File: config.mk
export PLATFORM = sky130hd
export DESIGN_NAME = digit_receiver_flat
export DESIGN_NICKNAME = d
export VERILOG_FILES = /design/src/rtl/digit_receiver_if.sv /design/src/rtl/digit_receiver.sv /design/src/flat_wrapper.sv
export SDC_FILE = /design/constraint.sdc
export NUM_CORES = 1
export LEC_CHECK = 0
export CAP_MARGIN = 15
export CORE_ASPECT_RATIO = 0.8
export CORE_MARGIN = 4
export CORE_UTILIZATION = 55
export DETAILED_ROUTE_END_ITERATION = 8
export GPL_TIMING_DRIVEN = 0
export PLACE_DENSITY = 0.74
export SETUP_SLACK_MARGIN = 0.4
export SLEW_MARGIN = 5
export SYNTH_ARGS = -nofsm -noshare
export SYNTH_HDL_FRONTEND = slang
export SYNTH_SLANG_ARGS = --single-unit
File: constraint.sdc
create_clock -name hwclk -period 6.2 [get_ports hwclk]
set_input_delay 0.93 -clock hwclk [delete_from_list [all_inputs] [get_ports hwclk]]
set_output_delay 0.93 -clock hwclk [all_outputs]
set_load 0.005 [all_outputs]
File: src/rtl/digit_receiver_if.sv
// Link-side signal bundle for digit_receiver: strobed 3-bit digit inputs plus
// the captured-code outputs consumed by the keylock comparator.
interface digit_receiver_if #(
  parameter int unsigned DIGITS = 4
);
  logic                  in0;
  logic                  in1;
  logic                  in2;
  logic                  controlIn;
  logic                  clear;
  logic [2:0]            digit;
  logic                  digit_valid;
  logic [3*DIGITS-1:0]   code;
  logic                  code_ready;
  logic                  error;
  logic                  timeout;
  logic                  busy;

  modport master (
    output in0, in1, in2, controlIn, clear,
    input  digit, digit_valid, code, code_ready, error, timeout, busy
  );

  modport slave (
    input  in0, in1, in2, controlIn, clear,
    output digit, digit_valid, code, code_ready, error, timeout, busy
  );
endinterface

File: src/rtl/digit_receiver.sv
// Receive end of the 3-bit digit link: synchronizes the pins, qualifies the
// strobe width, captures one digit per strobe and shifts it into the code buffer.
module digit_receiver #(
  parameter int unsigned MIN_HIGH = 600000,
  parameter int unsigned MAX_HIGH = 1800000,
  parameter int unsigned TIMEOUT  = 36000000,
  parameter int unsigned DIGITS   = 4,
  parameter int unsigned CW       = 32
) (
  input  logic          hwclk,
  input  logic          rst_n,
  digit_receiver_if.slave link
);

  localparam int unsigned NW = $clog2(DIGITS + 1);
  localparam logic [CW-1:0] HALF_W = CW'(MIN_HIGH / 2);
  localparam logic [CW-1:0] MIN_W  = CW'(MIN_HIGH);
  localparam logic [CW-1:0] MAX_W  = CW'(MAX_HIGH);
  localparam logic [CW-1:0] SAT_W  = CW'(MAX_HIGH + 1);
  localparam logic [CW-1:0] TO_LAST = CW'(TIMEOUT - 1);
  localparam logic [NW-1:0] FULL   = NW'(DIGITS);

  typedef enum logic [1:0] {IDLE, HIGH, ACCEPT, WAIT_LOW} state_t;

  state_t              r_state, w_state_n;
  logic                r_cs_s1, r_cs_s2;
  logic [2:0]          r_ds_s1, r_ds_s2;
  logic [CW-1:0]       r_w, w_w_n;
  logic [CW-1:0]       r_idle, w_idle_n;
  logic [2:0]          r_sample, w_sample_n;
  logic [2:0]          r_digit, w_digit_n;
  logic                r_digit_valid, w_digit_valid_n;
  logic [3*DIGITS-1:0] r_code, w_code_n;
  logic [NW-1:0]       r_count, w_count_n;
  logic                r_error, w_error_n;
  logic                r_timeout, w_timeout_n;
  logic                w_cs;
  logic [2:0]          w_ds;

  assign w_cs = r_cs_s2;
  assign w_ds = r_ds_s2;

  always_ff @(posedge hwclk or negedge rst_n) begin
    if (!rst_n) begin
      r_cs_s1 <= 1'b0;
      r_cs_s2 <= 1'b0;
      r_ds_s1 <= '0;
      r_ds_s2 <= '0;
    end else begin
      r_cs_s1 <= link.controlIn;
      r_cs_s2 <= r_cs_s1;
      r_ds_s1 <= {link.in2, link.in1, link.in0};
      r_ds_s2 <= r_ds_s1;
    end
  end

  always_ff @(posedge hwclk or negedge rst_n) begin
    if (!rst_n) begin
      r_state       <= IDLE;
      r_w           <= '0;
      r_idle        <= '0;
      r_sample      <= '0;
      r_digit       <= '0;
      r_digit_valid <= 1'b0;
      r_code        <= '0;
      r_count       <= '0;
      r_error       <= 1'b0;
      r_timeout     <= 1'b0;
    end else begin
      r_state       <= w_state_n;
      r_w           <= w_w_n;
      r_idle        <= w_idle_n;
      r_sample      <= w_sample_n;
      r_digit       <= w_digit_n;
      r_digit_valid <= w_digit_valid_n;
      r_code        <= w_code_n;
      r_count       <= w_count_n;
      r_error       <= w_error_n;
      r_timeout     <= w_timeout_n;
    end
  end

  always_comb begin
    w_state_n       = r_state;
    w_w_n           = r_w;
    w_idle_n        = r_idle;
    w_sample_n      = r_sample;
    w_digit_n       = r_digit;
    w_digit_valid_n = 1'b0;
    w_code_n        = r_code;
    w_count_n       = r_count;
    w_error_n       = 1'b0;
    w_timeout_n     = 1'b0;

    case (r_state)
      IDLE: begin
        if (link.clear) begin
          w_code_n  = '0;
          w_count_n = '0;
        end
        // A strobe rise beats a same-cycle timeout; the idle counter restarts.
        if (w_cs) begin
          w_state_n = HIGH;
          w_w_n     = CW'(1);
          w_idle_n  = '0;
        end else if (link.clear || r_count == '0) begin
          w_idle_n = '0;
        end else if (r_idle >= TO_LAST) begin
          w_code_n    = '0;
          w_count_n   = '0;
          w_idle_n    = '0;
          w_timeout_n = 1'b1;
        end else begin
          w_idle_n = r_idle + CW'(1);
        end
      end

      HIGH: begin
        if (w_cs && r_w != SAT_W) begin
          w_w_n = r_w + CW'(1);
        end
        if (link.clear) begin
          w_code_n  = '0;
          w_count_n = '0;
          w_idle_n  = '0;
          w_state_n = WAIT_LOW;
        end else if (w_cs) begin
          if (r_w > MAX_W || (r_w > HALF_W && w_ds != r_sample)) begin
            w_error_n = 1'b1;
            w_code_n  = '0;
            w_count_n = '0;
            w_state_n = WAIT_LOW;
          end else if (r_w == HALF_W) begin
            w_sample_n = w_ds;
          end
        end else if (r_w >= MIN_W && r_w <= MAX_W) begin
          w_state_n = ACCEPT;
        end else begin
          w_error_n = 1'b1;
          w_code_n  = '0;
          w_count_n = '0;
          w_state_n = IDLE;
        end
      end

      ACCEPT: begin
        w_state_n = IDLE;
        if (link.clear) begin
          w_code_n  = '0;
          w_count_n = '0;
          w_idle_n  = '0;
        end else begin
          w_digit_n       = r_sample;
          w_digit_valid_n = 1'b1;
          if (r_count == FULL) begin
            w_code_n      = '0;
            w_code_n[2:0] = r_sample;
            w_count_n     = NW'(1);
          end else begin
            w_code_n  = {r_code[3*DIGITS-4:0], r_sample};
            w_count_n = r_count + NW'(1);
          end
        end
      end

      WAIT_LOW: begin
        if (!w_cs) begin
          w_state_n = IDLE;
        end
      end

      default: w_state_n = IDLE;
    endcase
  end

  assign link.digit       = r_digit;
  assign link.digit_valid = r_digit_valid;
  assign link.code        = r_code;
  assign link.code_ready  = (r_count == FULL);
  assign link.error       = r_error;
  assign link.timeout     = r_timeout;
  assign link.busy        = (r_state != IDLE);

endmodule

File: src/flat_wrapper.sv
// flat-port wrapper written by rule: the top's interface ports become plain ports
module digit_receiver_flat 
#(
  parameter int unsigned MIN_HIGH = 600000,
  parameter int unsigned MAX_HIGH = 1800000,
  parameter int unsigned TIMEOUT  = 36000000,
  parameter int unsigned DIGITS   = 4,
  parameter int unsigned CW       = 32
)
  (hwclk, rst_n, link_in0, link_in1, link_in2, link_controlIn, link_clear, link_digit, link_digit_valid, link_code, link_code_ready, link_error, link_timeout, link_busy);
  digit_receiver_if #(.DIGITS(DIGITS)) link_i ();
  input  logic hwclk;
  input  logic rst_n;
  input wire logic [$bits(link_i.in0)-1:0] link_in0;
  input wire logic [$bits(link_i.in1)-1:0] link_in1;
  input wire logic [$bits(link_i.in2)-1:0] link_in2;
  input wire logic [$bits(link_i.controlIn)-1:0] link_controlIn;
  input wire logic [$bits(link_i.clear)-1:0] link_clear;
  output wire logic [$bits(link_i.digit)-1:0] link_digit;
  output wire logic [$bits(link_i.digit_valid)-1:0] link_digit_valid;
  output wire logic [$bits(link_i.code)-1:0] link_code;
  output wire logic [$bits(link_i.code_ready)-1:0] link_code_ready;
  output wire logic [$bits(link_i.error)-1:0] link_error;
  output wire logic [$bits(link_i.timeout)-1:0] link_timeout;
  output wire logic [$bits(link_i.busy)-1:0] link_busy;
  assign link_i.in0 = link_in0;
  assign link_i.in1 = link_in1;
  assign link_i.in2 = link_in2;
  assign link_i.controlIn = link_controlIn;
  assign link_i.clear = link_clear;
  assign link_digit = link_i.digit;
  assign link_digit_valid = link_i.digit_valid;
  assign link_code = link_i.code;
  assign link_code_ready = link_i.code_ready;
  assign link_error = link_i.error;
  assign link_timeout = link_i.timeout;
  assign link_busy = link_i.busy;
  digit_receiver #(.MIN_HIGH(MIN_HIGH), .MAX_HIGH(MAX_HIGH), .TIMEOUT(TIMEOUT), .DIGITS(DIGITS), .CW(CW)) u_core (.hwclk(hwclk), .rst_n(rst_n), .link(link_i));
endmodule
==> impl_results.md <==
* Largest net degree at the start of global routing at 64
* CTS tree: built
* Post-synth EDFFs at 0
* Met2 routed WL at 5370 um
* NumNets Final at 628
* Grt ovf at 0
* Fin area at 0.00604 mm^2
* Via count at 4,556
* Post-synth ARST share at 1.00
* Slowest stage delay, CP at 0.58 ns
* Slew Limit Fails at 0
* Max capacitance violation total at 0
* Most common cell after layout, fill and taps aside: dfrtp_1
* Yosys warns at 0
* Dpl hpwl at 8710 um
* Ant. Diodes at 0
* Num CTS Buffers at 9
* Fillers at 764
* Vias in the first global route at 4,300
* Leakage at 2.55 nW
* CTS max path bufs at 2
* Number of distinct library cells after synthesis at 59
* Area taken by multi-input logic gates at 0.00259 mm^2
* Register Area at 0.00245 mm^2
* Worst slew margin at 0.476
* Top layer in use: met4
* Synth top area share at 0.462
* Post-route ant nets at 0
* Die span in y at 95.8 um
* Die Wd at 118 um
* Crit Path Max Fanout at 10
* Tot GR Track Use at 0.232
* Area leader, netlist: dfrtp_1
* CP Cell Sequence: clkdlybuf4s50_1, nor2_1, nand3_1, or2_2, clkbuf_1, nor3_1, clkbuf_1, a31oi_1, a31oi_1
* DR iter-0 viols at 554
* Final wirelength at 12,500 um
* Clock latency on the worst-skew pair at 0.35 ns
* Power per Cell Area at 293 mW/mm^2
* Post-synth design cell area at 0.00531 mm^2
* Initial antenna violation count at 0
* Final setup margin at 2.68 ns
* PortBufs at 26
* Final setup TNS at 0 ns
* Crit end category: flip-flop
* HP Class: reg2reg
* WL/cell at 17.1 um
* Final Cycle Share at 0.568
* Synth area leaders: dfrtp_1 (46%), o21ai_0 (3.9%), nand2_1 (3.3%)
* Gp weighted congestion at 0.924
* IO Pins at 27
* Kind of critical path: in2reg
* Clock slew at reported path FFs at 0.07 ns
* First-pass GRT wire length at 21,000 um
* Row cnt at 31
* Hold depth at 0
* Slowest CP cell: nor3_1
* Post_cts resized at 0
* Top_reg_cell synth: dfrtp_1
* Unrepaired setup endpoints after global routing: no
* Placeable Area at 0.00923 mm^2
* H-tree depth at 3
* Drt pass-1 iters at 5
* Initial Util at 0.575
* Setup bufs post-CTS at 0
* Post-Syn Nets at 590
* Place WS at 2.40 ns
* Peak supply drop at 0.000146 V
* Drc violations at 0
* Crit path DAT at 3.78 ns
* Proportion of layout cells with a drive suffix above 1 at 0.0584
* Minimum clock period at 3.52 ns
* Sequential-to-total area share from yosys stat at 0.462
* Metal3 WL at 1010 um
* # setup viols final at 0
* Hold buffer count at CTS at 0
* Worst setup SP type: primary input
* Worst-Margin Slew at 0.778 ns
* CP required at 6.46 ns
* M1 WL at 5900 um
* Status: finished clean
* Synth-to-Final Area Change at 13.9%
* Non-Filler Instances at 731
* Final Hold Fails at 0
* Synthesis-stage register bit count at 98
* Achievable frequency at 284 MHz
* Die ar. at 0.0113 mm^2
* Mapped Cells at 573
* Clock Sinks at 98
* Mean Syn Cell Area at 9.26 um^2
* Clock Tree Root: clkbuf_16
* Placed Cells at 715
* FF-to-FF path depth at 9
* Vias/cell at 6.23
* Placed Area at 0.00573 mm^2
* Most frequent cells in the layout: dfrtp_1 (98), nand2_1 (46), o21ai_0 (41)
* Clk_skew at 0.00561 ns
-- kinds of logic (layout without fill, tap and decap cells) --
group / after synthesis / count (layout) / synth area share
flip-flops: 98 / 98 / 0.462
multiplexers: 13 / 13 / 0.0255
XOR/XNOR: 18 / 18 / 0.0297
AO/OA/AOI/OAI: 137 / 137 / 0.180
adder cells (fa/ha/maj): 10 / 10 / 0.0236
AND/OR/NAND/NOR: 230 / 230 / 0.228
buffers and inverters: 67 / 110 / 0.0509
-- layout make-up --
| type | count | share of cell area |
|---|---|---|
| Clock buffer | 10 | 0.0379 |
| Sequential cell | 98 | 0.406 |
| Timing Repair Buffer | 27 | 0.0472 |
| Inverter | 37 | 0.0230 |
| Buffer | 30 | 0.0217 |
| Tap cell | 115 | 0.0238 |
| Multi-Input combinational cell | 408 | 0.428 |
| Clock inverter | 6 | 0.0122 |
-- power breakdown --
| group | internal, W | total [W] | switching, W |
|---|---|---|---|
| logic | 0.000172 | 0.000500 | 0.000328 |
| registers | 0.000672 | 0.000703 | 0.0000306 |
| clock network | 0.000318 | 0.000569 | 0.000251 |
-- worst max-delay path, delay by kind of cell --
kind,cells,cell delay (ns)
and+or+nand+nor,4,1.28
AOI/OAI and AO/OA,2,0.37
buffers and inverters,3,1.20
-- stage by stage --
step	hold WS (ns)	power (W)	utilization
2_1_floorplan	0.331	0.00105	-
3_3_place_gp	0.333	0.00119	0.618
3_5_place_dp	0.342	0.00121	0.621
4_1_cts	0.358	0.00178	0.654
5_1_grt	0.366	0.00187	0.655
6_report	0.358	0.00177	0.655
-- state kept, by name (all words and copies together), names as in the netlist, 2 cells and up --
register and count:
u_core.r_idle 32, u_core.r_ds_s1 3, u_core.r_ds_s2 3, u_core.r_state 2, u_core.link.code 12, u_core.r_w 32
u_core.link.digit 3, u_core.r_sample 3, u_core.r_count 3
-- cell usage after synthesis (all sizes together) (5+ instances only) --
master and n:
xnor2 10, and4 6, dfrtp 98, and2 10, or4 5, and3 17
nand4 19, xor2 8, o32ai 10, nand2 46, nor2 37, a21oi 20
a31oi 6, buf 5, o21ai 43, ha 10, nor4 18, or3 6
inv 37, a22o 13, nor3 23, o21a 8, clkbuf 25, a21o 10
nand3 28, mux2i 9
-- routing by layer --
| metal | GRT usage | up-vias |
|---|---|---|
| met2 | 0.350 | 172 |
| li1 | - | 2173 |
| met4 | 0.0820 | 0 |
| met3 | 0.0635 | 16 |
| met1 | 0.327 | 2195 |
| met5 | 0 | - |
-- path summary, 6_finish.rpt --
| kind | from | to | slack, ns |
|---|---|---|---|
| worst max-delay path | link_clear | u_core.r_idle[24] | 2.68 |
| worst min-delay path | u_core.r_ds_s1[1] | u_core.r_ds_s2[1] | 0.36 |
| worst max register to register | u_core.r_cs_s2 | u_core.r_idle[24] | 3.16 |
| worst min register to register | u_core.r_ds_s1[1] | u_core.r_ds_s2[1] | 0.36 |
| max in group asynchronous | rst_n | u_core.r_w[13] | 5.01 |
| min in group asynchronous | rst_n | u_core.r_idle[12] | 0.54 |
Power figures use the tool's default switching activity.
